<file path="config.mk">
export PLATFORM = sky130hd
export DESIGN_NAME = game_round_ctrl
export DESIGN_NICKNAME = d
export VERILOG_FILES = /design/src/rtl/game_round_ctrl_pkg.sv /design/src/rtl/game_round_ctrl_lfsr8.sv /design/src/rtl/game_round_ctrl.sv
export SDC_FILE = /design/constraint.sdc
export NUM_CORES = 1
export LEC_CHECK = 0
export BUFFER_PORTS_ARGS = -buffer_cell sky130_fd_sc_hd__buf_2
export CAP_MARGIN = 30
export CORE_MARGIN = 8
export CORE_UTILIZATION = 38
export CTS_CLUSTER_SIZE = 40
export DETAILED_ROUTE_END_ITERATION = 10
export PLACE_DENSITY = 0.7
export SLEW_MARGIN = 20
export SYNTH_ARGS = -nofsm -noshare
export SYNTH_HDL_FRONTEND = slang
export SYNTH_SLANG_ARGS = --single-unit
</file>
<file path="constraint.sdc">
create_clock -name clk -period 1.85 [get_ports clk]
set_input_delay 0.2775 -clock clk [delete_from_list [all_inputs] [get_ports clk]]
set_output_delay 0.2775 -clock clk [all_outputs]
set_load 0.05 [all_outputs]
</file>
<file path="src/rtl/game_round_ctrl_pkg.sv">
// Shared types and constants for the binary number game round sequencer.
package game_round_ctrl_pkg;

  localparam int unsigned TargetW = 8;
  localparam int unsigned ScoreW  = 10;
  localparam int unsigned LivesW  = 3;
  localparam int unsigned RoundW  = 4;
  localparam int unsigned TimeW   = 5;

  localparam logic [7:0] LfsrSeed = 8'hA5;
  // Fibonacci taps 8,6,5,4 expressed as bit positions 7,5,4,3
  localparam logic [7:0] LfsrTaps = 8'b1011_1000;

  typedef enum logic [2:0] {
    StIdle,
    StGen,
    StLoad,
    StPlay,
    StResult,
    StDone
  } state_e;

  function automatic logic [7:0] lfsr_next(input logic [7:0] cur);
    return {cur[6:0], ^(cur & LfsrTaps)};
  endfunction

endpackage

</file>
<file path="src/rtl/game_round_ctrl_lfsr8.sv">
// 8-bit Fibonacci LFSR; seeded on reset so the output is never zero.
module game_round_ctrl_lfsr8
  import game_round_ctrl_pkg::*;
(
  input  logic       clk,
  input  logic       rst_n,
  input  logic       en,
  output logic [7:0] value
);

  logic [7:0] lfsr_q;

  always_ff @(posedge clk or negedge rst_n) begin
    if (!rst_n) begin
      lfsr_q <= LfsrSeed;
    end else if (en) begin
      lfsr_q <= lfsr_next(lfsr_q);
    end
  end

  assign value = lfsr_q;

endmodule

</file>
<file path="src/rtl/game_round_ctrl.sv">
// Round sequencer: picks targets, loads the Timer, judges guesses, tracks score and lives.
// Optional TIME_BONUS_EN adds a timeleft input and a time-weighted, saturating score.
module game_round_ctrl
  import game_round_ctrl_pkg::*;
#(
  parameter int unsigned ROUNDS      = 10,
  parameter int unsigned LIVES       = 3,
  parameter int unsigned START_TIME  = 20,
  parameter int unsigned MIN_TIME    = 5,
  parameter int unsigned TIME_STEP   = 1,
  parameter int unsigned HOLD_CYCLES = 50000000
) (
  input  logic               clk,
  input  logic               rst_n,
  input  logic               start,
  input  logic               submit,
  input  logic [TargetW-1:0] guess,
  input  logic               timer_end,
`ifdef TIME_BONUS_EN
  input  logic [TimeW-1:0]   timeleft,
`endif
  output logic               timer_load,
  output logic [TimeW-1:0]   timer_value,
  output logic [TargetW-1:0] target,
  output logic [ScoreW-1:0]  score,
  output logic [LivesW-1:0]  lives,
  output logic [RoundW-1:0]  round_no,
  output logic               playing,
  output logic               correct,
  output logic               wrong,
  output logic               win,
  output logic               game_over
);

  localparam int unsigned HoldW = (HOLD_CYCLES > 1) ? $clog2(HOLD_CYCLES) : 1;
  localparam int unsigned DecFloor = MIN_TIME + TIME_STEP;

  state_e             state_q, state_d;
  logic [TargetW-1:0] target_q, target_d;
  logic [ScoreW-1:0]  score_q, score_d, score_inc;
  logic [LivesW-1:0]  lives_q, lives_d;
  logic [RoundW-1:0]  round_q, round_d;
  logic [TimeW-1:0]   round_time_q, round_time_d, time_dec;
  logic [HoldW-1:0]   hold_q, hold_d;
  logic               correct_q, correct_d;
  logic               wrong_q, wrong_d;
  logic               win_q, win_d;
  logic               over_q, over_d;
  logic [TargetW-1:0] lfsr_value;

  game_round_ctrl_lfsr8 u_lfsr (
    .clk   (clk),
    .rst_n (rst_n),
    .en    (1'b1),
    .value (lfsr_value)
  );

`ifdef TIME_BONUS_EN
  logic [ScoreW:0] bonus_sum;
  assign bonus_sum = {1'b0, score_q} + {{(ScoreW - TimeW + 1){1'b0}}, timeleft}
                   + {{ScoreW{1'b0}}, 1'b1};
  assign score_inc = bonus_sum[ScoreW] ? '1 : bonus_sum[ScoreW-1:0];
`else
  assign score_inc = score_q + {{(ScoreW - 1){1'b0}}, 1'b1};
`endif

  // Shrink round time but never below the floor, without underflow.
  always_comb begin
    if (32'(round_time_q) >= DecFloor) begin
      time_dec = round_time_q - TimeW'(TIME_STEP);
    end else begin
      time_dec = TimeW'(MIN_TIME);
    end
  end

  always_comb begin
    state_d      = state_q;
    target_d     = target_q;
    score_d      = score_q;
    lives_d      = lives_q;
    round_d      = round_q;
    round_time_d = round_time_q;
    hold_d       = hold_q;
    correct_d    = correct_q;
    wrong_d      = wrong_q;
    win_d        = win_q;
    over_d       = over_q;
    timer_load   = 1'b0;
    playing      = 1'b0;

    unique case (state_q)
      StIdle, StDone: begin
        if (start) begin
          state_d      = StGen;
          score_d      = '0;
          lives_d      = LivesW'(LIVES);
          round_d      = '0;
          round_time_d = TimeW'(START_TIME);
          win_d        = 1'b0;
          over_d       = 1'b0;
        end
      end
      StGen: begin
        target_d = lfsr_value;
        state_d  = StLoad;
      end
      StLoad: begin
        timer_load = 1'b1;
        state_d    = StPlay;
      end
      StPlay: begin
        playing = 1'b1;
        hold_d  = '0;
        if (submit && (guess == target_q)) begin
          score_d      = score_inc;
          round_d      = round_q + 4'd1;
          round_time_d = time_dec;
          correct_d    = 1'b1;
          state_d      = StResult;
        end else if (submit || timer_end) begin
          lives_d = (lives_q != '0) ? lives_q - 3'd1 : '0;
          wrong_d = 1'b1;
          state_d = StResult;
        end
      end
      StResult: begin
        if (hold_q == HoldW'(HOLD_CYCLES - 1)) begin
          correct_d = 1'b0;
          wrong_d   = 1'b0;
          if (round_q == RoundW'(ROUNDS)) begin
            win_d   = 1'b1;
            state_d = StDone;
          end else if (lives_q == '0) begin
            over_d  = 1'b1;
            state_d = StDone;
          end else begin
            state_d = StGen;
          end
        end else begin
          hold_d = hold_q + 1'b1;
        end
      end
      default: state_d = StIdle;
    endcase
  end

  always_ff @(posedge clk or negedge rst_n) begin
    if (!rst_n) begin
      state_q      <= StIdle;
      target_q     <= '0;
      score_q      <= '0;
      lives_q      <= LivesW'(LIVES);
      round_q      <= '0;
      round_time_q <= TimeW'(START_TIME);
      hold_q       <= '0;
      correct_q    <= 1'b0;
      wrong_q      <= 1'b0;
      win_q        <= 1'b0;
      over_q       <= 1'b0;
    end else begin
      state_q      <= state_d;
      target_q     <= target_d;
      score_q      <= score_d;
      lives_q      <= lives_d;
      round_q      <= round_d;
      round_time_q <= round_time_d;
      hold_q       <= hold_d;
      correct_q    <= correct_d;
      wrong_q      <= wrong_d;
      win_q        <= win_d;
      over_q       <= over_d;
    end
  end

  assign timer_value = round_time_q;
  assign target      = target_q;
  assign score       = score_q;
  assign lives       = lives_q;
  assign round_no    = round_q;
  assign correct     = correct_q;
  assign wrong       = wrong_q;
  assign win         = win_q;
  assign game_over   = over_q;

endmodule
</file>
==> results.toml, run 1 <==
[floorplan]
design.die.area_um2 = 12700
io-pin-count = 49
die_y_um = 113
die_w_um = 113
core_um2 = 9200
num_rows = 35
initial_utilization = 0.388

[synthesis]
yosysTopAreaCell = "dfrtp_1"
synth_common_cells = "dfrtp_1 (63), nor2_1 (36), nand2_1 (29)"
synth-compound-area-share = 0.0968
yosysSeqAreaShare = 0.501
synth_cells = 360
syn_nets = 379
synthMuxAreaShare = 0.0421
yosys.area_share.xor_xnor = 0.0663
post_synth_num_cell_types = 46
synth-simple-area-share = 0.240
synthAdderAreaFrac = 0.0210
synth_top_area_share = 0.442
ys.flop_type = "dfrtp_1"
yosys_warnings = 0
synth_edf_count = 0
netlist_top_cells_area = "dfrtp_1 (44%), dfstp_2 (5.9%), xnor2_1 (5.6%)"
postSynthAreaPerCell_um2 = 9.91
synth_top_family_by_area = "simple AND/OR/NAND/NOR gates"
syn-cell-area_um2 = 3570
async_flop_share = 1.00
synth_seq_cells = 71
yosysMostFrequentCell = "dfrtp_1"

[global_route]
met3_usage = 0.0485
grt_max_degree = 72
grt_util_all_layers = 0.144
antenna_found_initial = 0
met2_usage = 0.230
met1_usage = 0.172
gr-max-usage-layer = "met2"
grt_overflow_total = 0
grt_pass1_vias = 3137
grt_pass1_wl_mm = 14.8

[timing]
rsz0062_at_grt = "true"
fmax_ghz = 0.525
worst_pin_slew_ns = 0.558
finalClockSkew_ns = 0.0115
max_slew_margin = 0.625
finalCritPeriodShare = 1.03
fin_ws_ns = -0.0547
finalSetupTns_ns = -0.280
final-hold-violation-count = 0
post-route-min-period_ns = 1.90
final_max_slew_viol_count = 0
final-setup-viol-count = 13

[setup_path]
crit_top_cell = "buf_4"
arrival_ns = 2.15
max_stage_delay_ns = 0.39
path_class = "reg2reg"
crit_required_ns = 2.10
path_max_fanout = 5
path_cells = "nor4b_2, nand3_1, buf_4, nor4_4, buf_4, buf_4, o211ai_1, o31ai_1"
worst_setup_path_end_kind = "flip-flop"
start_kind = "flip-flop"
crit_slowest_cell = "dfrtp_1"

[place]
dp_hpwl_mm = 6.18
detailedPlace.worstSlack_ns = -0.142
dp_cells = 542
io_buffers = 48
place_congestion = 0.837
placed_cell_area_um2 = 4210

[pwr]
p_int_w = 0.00282
swShare = 0.353
p_clk_frac = 0.295
power.density_nw_per_um2 = 905
pwr-share-seq = 0.403
comb_power_share = 0.302
p_sw_w = 0.00154
peakVddDrop_mv = 0.628
leakage_nw = 2.26

[cells_and_area]
nFillCells = 844
syn_to_final_growth_pct = 34.9
n_antenna_cell = 0
drive_gt1_frac = 0.406
stdcell_count = 572
nNetsFinal = 475
fin_area_um2 = 4810

[worst_hold_path]
hp-class = "in2reg"

[cts]
clk_path_buf_depth = 2
clock_latency_ns = 0.35
cts_root_buffer = "clkbuf_8"
clk_pin_slew_worst_paths_ns = 0.08
cts_num_sinks = 71
htree_levels = 3
cts_buffers = 9
cts_tree = "done"

[route]
totalWireLength_mm = 9.34
wl_per_cell_um = 16.3
dr.pass1.iters = 4
drc_errors = 0
drt-initial-drc-count = 123
postRouteAntennaNets = 0
vias = 3047
avgViaCountPerCell = 5.33

[flow_run]
cap_violations = 0

[outcome]
violations = "setup timing"
status = "complete, but fails checks"
-- what timing repair did --
action                                 CTS  global route
hold buffers                             1             0
setup buffers                            0             9
setup endpoints to repair               19            29
gates cloned                             0             4
pin swaps                                3            21
gates resized for setup                  7            55
endpoints found under the hold margin   63             0
-- layout by cell type, fill, tap and decap left out, types with 5 or more instances in the layout --
cell	instances
dfrtp_1	53
buf_2	47
buf_4	43
nor2_1	35
nand2_1	28
nand3_1	21
xnor2_1	18
inv_1	11
and3_1	11
clkbuf_8	11
dfrtp_2	10
nand4_1	9
a21oi_2	9
a21oi_1	9
mux2_2	8
dfstp_2	8
nor3_1	7
o21ai_1	7
mux2i_1	6
or3_4	6
o21ai_0	6
ha_1	6
xnor2_2	5
o31ai_1	5
-- per-layer routing --
layer	wire length, um	share of wire
met4	170	0.018
met1	4050	0.43
met3	450	0.048
met2	4670	0.50
met5	0	0
-- through the flow --
stage          hold slack [ns]  power [W]   util
2_1_floorplan          -0.0181    0.00258      -
3_3_place_gp             0.333    0.00297  0.458
3_5_place_dp             0.333    0.00300  0.458
4_1_cts                  0.275    0.00432  0.486
5_1_grt                  0.318    0.00459  0.523
6_report                 0.288    0.00435  0.523
-- state kept, by name (all words and copies together), names as in the netlist --
| signal | flops |
|---|---|
| hold_q | 26 |
| score | 10 |
| target | 8 |
| u_lfsr.value | 8 |
| timer_value | 5 |
| round_no | 4 |
| lives | 3 |
| state_q | 3 |
| correct | 1 |
| game_over | 1 |
| win | 1 |
| wrong | 1 |
-- power groups by stage --
stage               clock network, W  logic [W]  registers, W
floorplan                          0   0.000750       0.00183
global placement                   0    0.00120       0.00177
detailed placement                 0    0.00123       0.00178
CTS                          0.00133    0.00124       0.00175
global route                 0.00139    0.00144       0.00177
finish                       0.00129    0.00131       0.00176
-- layout make-up --
cell class / instances / area [um^2] / share of cell area
clock inverters: 4 / 53.8 / 0.0112
well taps: 111 / 139 / 0.0289
multi-input cells: 262 / 1890 / 0.394
clock buffers: 12 / 155 / 0.0322
flip-flops and latches: 71 / 1800 / 0.374
inverters: 12 / 47.5 / 0.00988
repair buffers: 100 / 723 / 0.150
-- critical path, delay by kind of cell, from the launching register on --
family	cells	cell delay, ns
AND/OR/NAND/NOR	3	0.70
buffers and inverters	3	0.50
flip-flops	1	0.39
AO/OA/AOI/OAI	2	0.21
-- kinds of logic after synthesis --
family | Yosys count
xor gates and xnor gates | 27
and+or+nand+nor | 157
buffers and inverters | 27
AOI/OAI and AO/OA | 58
muxes | 14
adders and majority gates | 6
DFF | 71
-- final timing paths --
path | start | to | slack (ns) | cells past startpoint
worst min-delay path | start | state_q[2] | 0.29 | 4
max in group asynchronous | rst_n | lives[1] | 1.01 | 3
min in group asynchronous | rst_n | hold_q[23] | 0.48 | 3
worst min register to register | u_lfsr.value[1] | u_lfsr.value[2] | 0.38 | 0
worst max register to register | hold_q[7] | hold_q[2] | -0.05 | 8
worst max-delay path | hold_q[7] | hold_q[2] | -0.05 | 8
Note: power is estimated with default switching activity, not from simulation.
==> run 2, diff against run 1 <==
--- a/config.mk
+++ b/config.mk
@@ -12,6 +12,7 @@
 export CTS_CLUSTER_SIZE = 40
 export DETAILED_ROUTE_END_ITERATION = 10
 export PLACE_DENSITY = 0.7
+export SKIP_CTS_REPAIR_TIMING = 1
 export SLEW_MARGIN = 20
 export SYNTH_ARGS = -nofsm -noshare
 export SYNTH_HDL_FRONTEND = slang
==> run 2 against run 1 <==
Effect of this change:
- the run still ends with setup timing left
- critical path depth stayed put
- power is 0.73% higher
- sequential cell count stayed put
- sequential share of layout area hardly changed
- global-route usage hardly changed
- count of clock-buffer cells in the layout stayed put
- critical endpoint is now hold_q[11]
- final cell count is 0.17% lower
- first-iteration DRC count is 24% lower
- wire length is 0.95% higher
- die area stayed put
==> results.toml, run 2 (synthesis results as in run 1) <==
[floorplan]
core_um2 = 9200
design.die.area_um2 = 12700
die_y_um = 113
num_rows = 35
io-pin-count = 49
initial_utilization = 0.388
die_w_um = 113

[route]
totalWireLength_mm = 9.43
highest_layer = "met4"
drc_errors = 0
postRouteAntennaNets = 0
drt-initial-drc-count = 94
wl_per_cell_um = 16.5
wl_met2_mm = 4.72
wl_met1_mm = 4.18
avgViaCountPerCell = 5.31
wl_met3_um = 393
vias = 3034
dr.pass1.iters = 4

[worst_hold_path]
worstHoldEndpoint = "state_q[2]"
hp-start = "timer_end"
hold_depth = 3
hp-class = "in2reg"

[pwr]
power.density_nw_per_um2 = 910
peakVddDrop_mv = 0.631
p_total_w = 0.00439
leakage_nw = 2.28

[global_route]
grt_pass1_vias = 3107
antenna_found_initial = 0
grt_util_all_layers = 0.143
grt_overflow_total = 0
grt_max_degree = 72
grt_pass1_wl_mm = 14.7

[cells_and_area]
regMostFlops = "hold_q"
final_common_cell = "dfrtp_1"
syn_to_final_growth_pct = 35.0
drive_gt1_frac = 0.400
nNetsFinal = 474
layout_common_cells = "dfrtp_1 (53), buf_2 (47), buf_4 (41), nor2_1 (35), nand2_1 (28)"
n_antenna_cell = 0
largest_register_ffs = 26

[cts]
cts_num_sinks = 71
clk_pin_slew_worst_paths_ns = 0.08
clock_latency_ns = 0.35
cts_root_buffer = "clkbuf_8"
clk_path_buf_depth = 2
cts_tree = "done"
cts_buffers = 9
htree_levels = 3

[timing]
hold_ws_ns = 0.274
fin_ws_ns = -0.0415
final_max_slew_viol_count = 0
worst_pin_slew_ns = 0.839
rsz0062_at_grt = "true"
finalClockSkew_ns = 0.0101
finalCritPeriodShare = 1.02
fmax_ghz = 0.529
final-hold-violation-count = 0
post-route-min-period_ns = 1.89
final-setup-viol-count = 10
max_slew_margin = 0.436

[setup_path]
r2r-start = "hold_q[7]"
worst_setup_path_end_kind = "flip-flop"
reg2reg_slack_ns = -0.04
path_max_fanout = 6
reg2reg_depth = 8
crit_required_ns = 2.07
arrival_ns = 2.11
r2r-end = "hold_q[11]"
path_class = "reg2reg"
start_kind = "flip-flop"

[place]
place_congestion = 0.837
dp_hpwl_mm = 6.18
detailedPlace.worstSlack_ns = -0.142
io_buffers = 48

[outcome]
violations = "setup timing"
status = "complete, but fails checks"

[flow_run]
cap_violations = 0
==> run 2: changes by cell type in the layout (fill, tap and decap cells not counted), sizes merged <==
cell  change
buf       -1
==> run 2: routing by layer <==
metal / up-vias / GRT usage
met2: 61 / 0.231
met4: 0 / 0.0586
met3: 12 / 0.0490
met1: 1483 / 0.172
li1: 1478 / -
met5: - / 0
==> run 2: critical path, stage by stage (launching register included) <==
cell and delay (ns):
dfrtp_1 0.39, nor4b_2 0.29, nand3_1 0.15, buf_4 0.17, nor4_4 0.28, buf_6 0.17, buf_6 0.13, nor3_2 0.05
mux2i_1 0.13
==> run 2: power breakdown <==
part	leakage, nW	switching (W)	internal, W
logic	1.24	0.000849	0.000486
clock network	0.0988	0.000591	0.000699
registers	0.936	0.000111	0.00165
total	2.28	0.00155	0.00283
==> run 2: metrics by stage <==
step,TNS [ns],util,cell area (um^2),instances
finish,-0.168,0.524,4820,571
global route,-1.95,0.524,4820,571
CTS,-1.60,0.481,4420,558
detailed placement,-1.32,0.458,4210,542
global placement,-0.608,0.458,4210,542
floorplan,0,-,3610,360
==> run 2: area by class of cell <==
| cell class | instances | area (um^2) |
|---|---|---|
| Fill cell | 846 | 4380 |
| Multi-Input combinational cell | 262 | 1900 |
| Sequential cell | 71 | 1800 |
| Timing Repair Buffer | 99 | 719 |
| Clock buffer | 12 | 155 |
| Tap cell | 111 | 139 |
| Clock inverter | 4 | 53.8 |
| Inverter | 12 | 47.5 |
==> run 2: worst max-delay path by stage <==
stage                    start          to  slack [ns]
floorplan            target[6]    score[7]       0.003
global placement    hold_q[16]  state_q[2]       -0.09
detailed placement  hold_q[16]     correct       -0.14
CTS                 hold_q[16]  hold_q[11]       -0.16
global route         hold_q[7]   hold_q[2]       -0.15
finish               hold_q[7]  hold_q[11]       -0.04
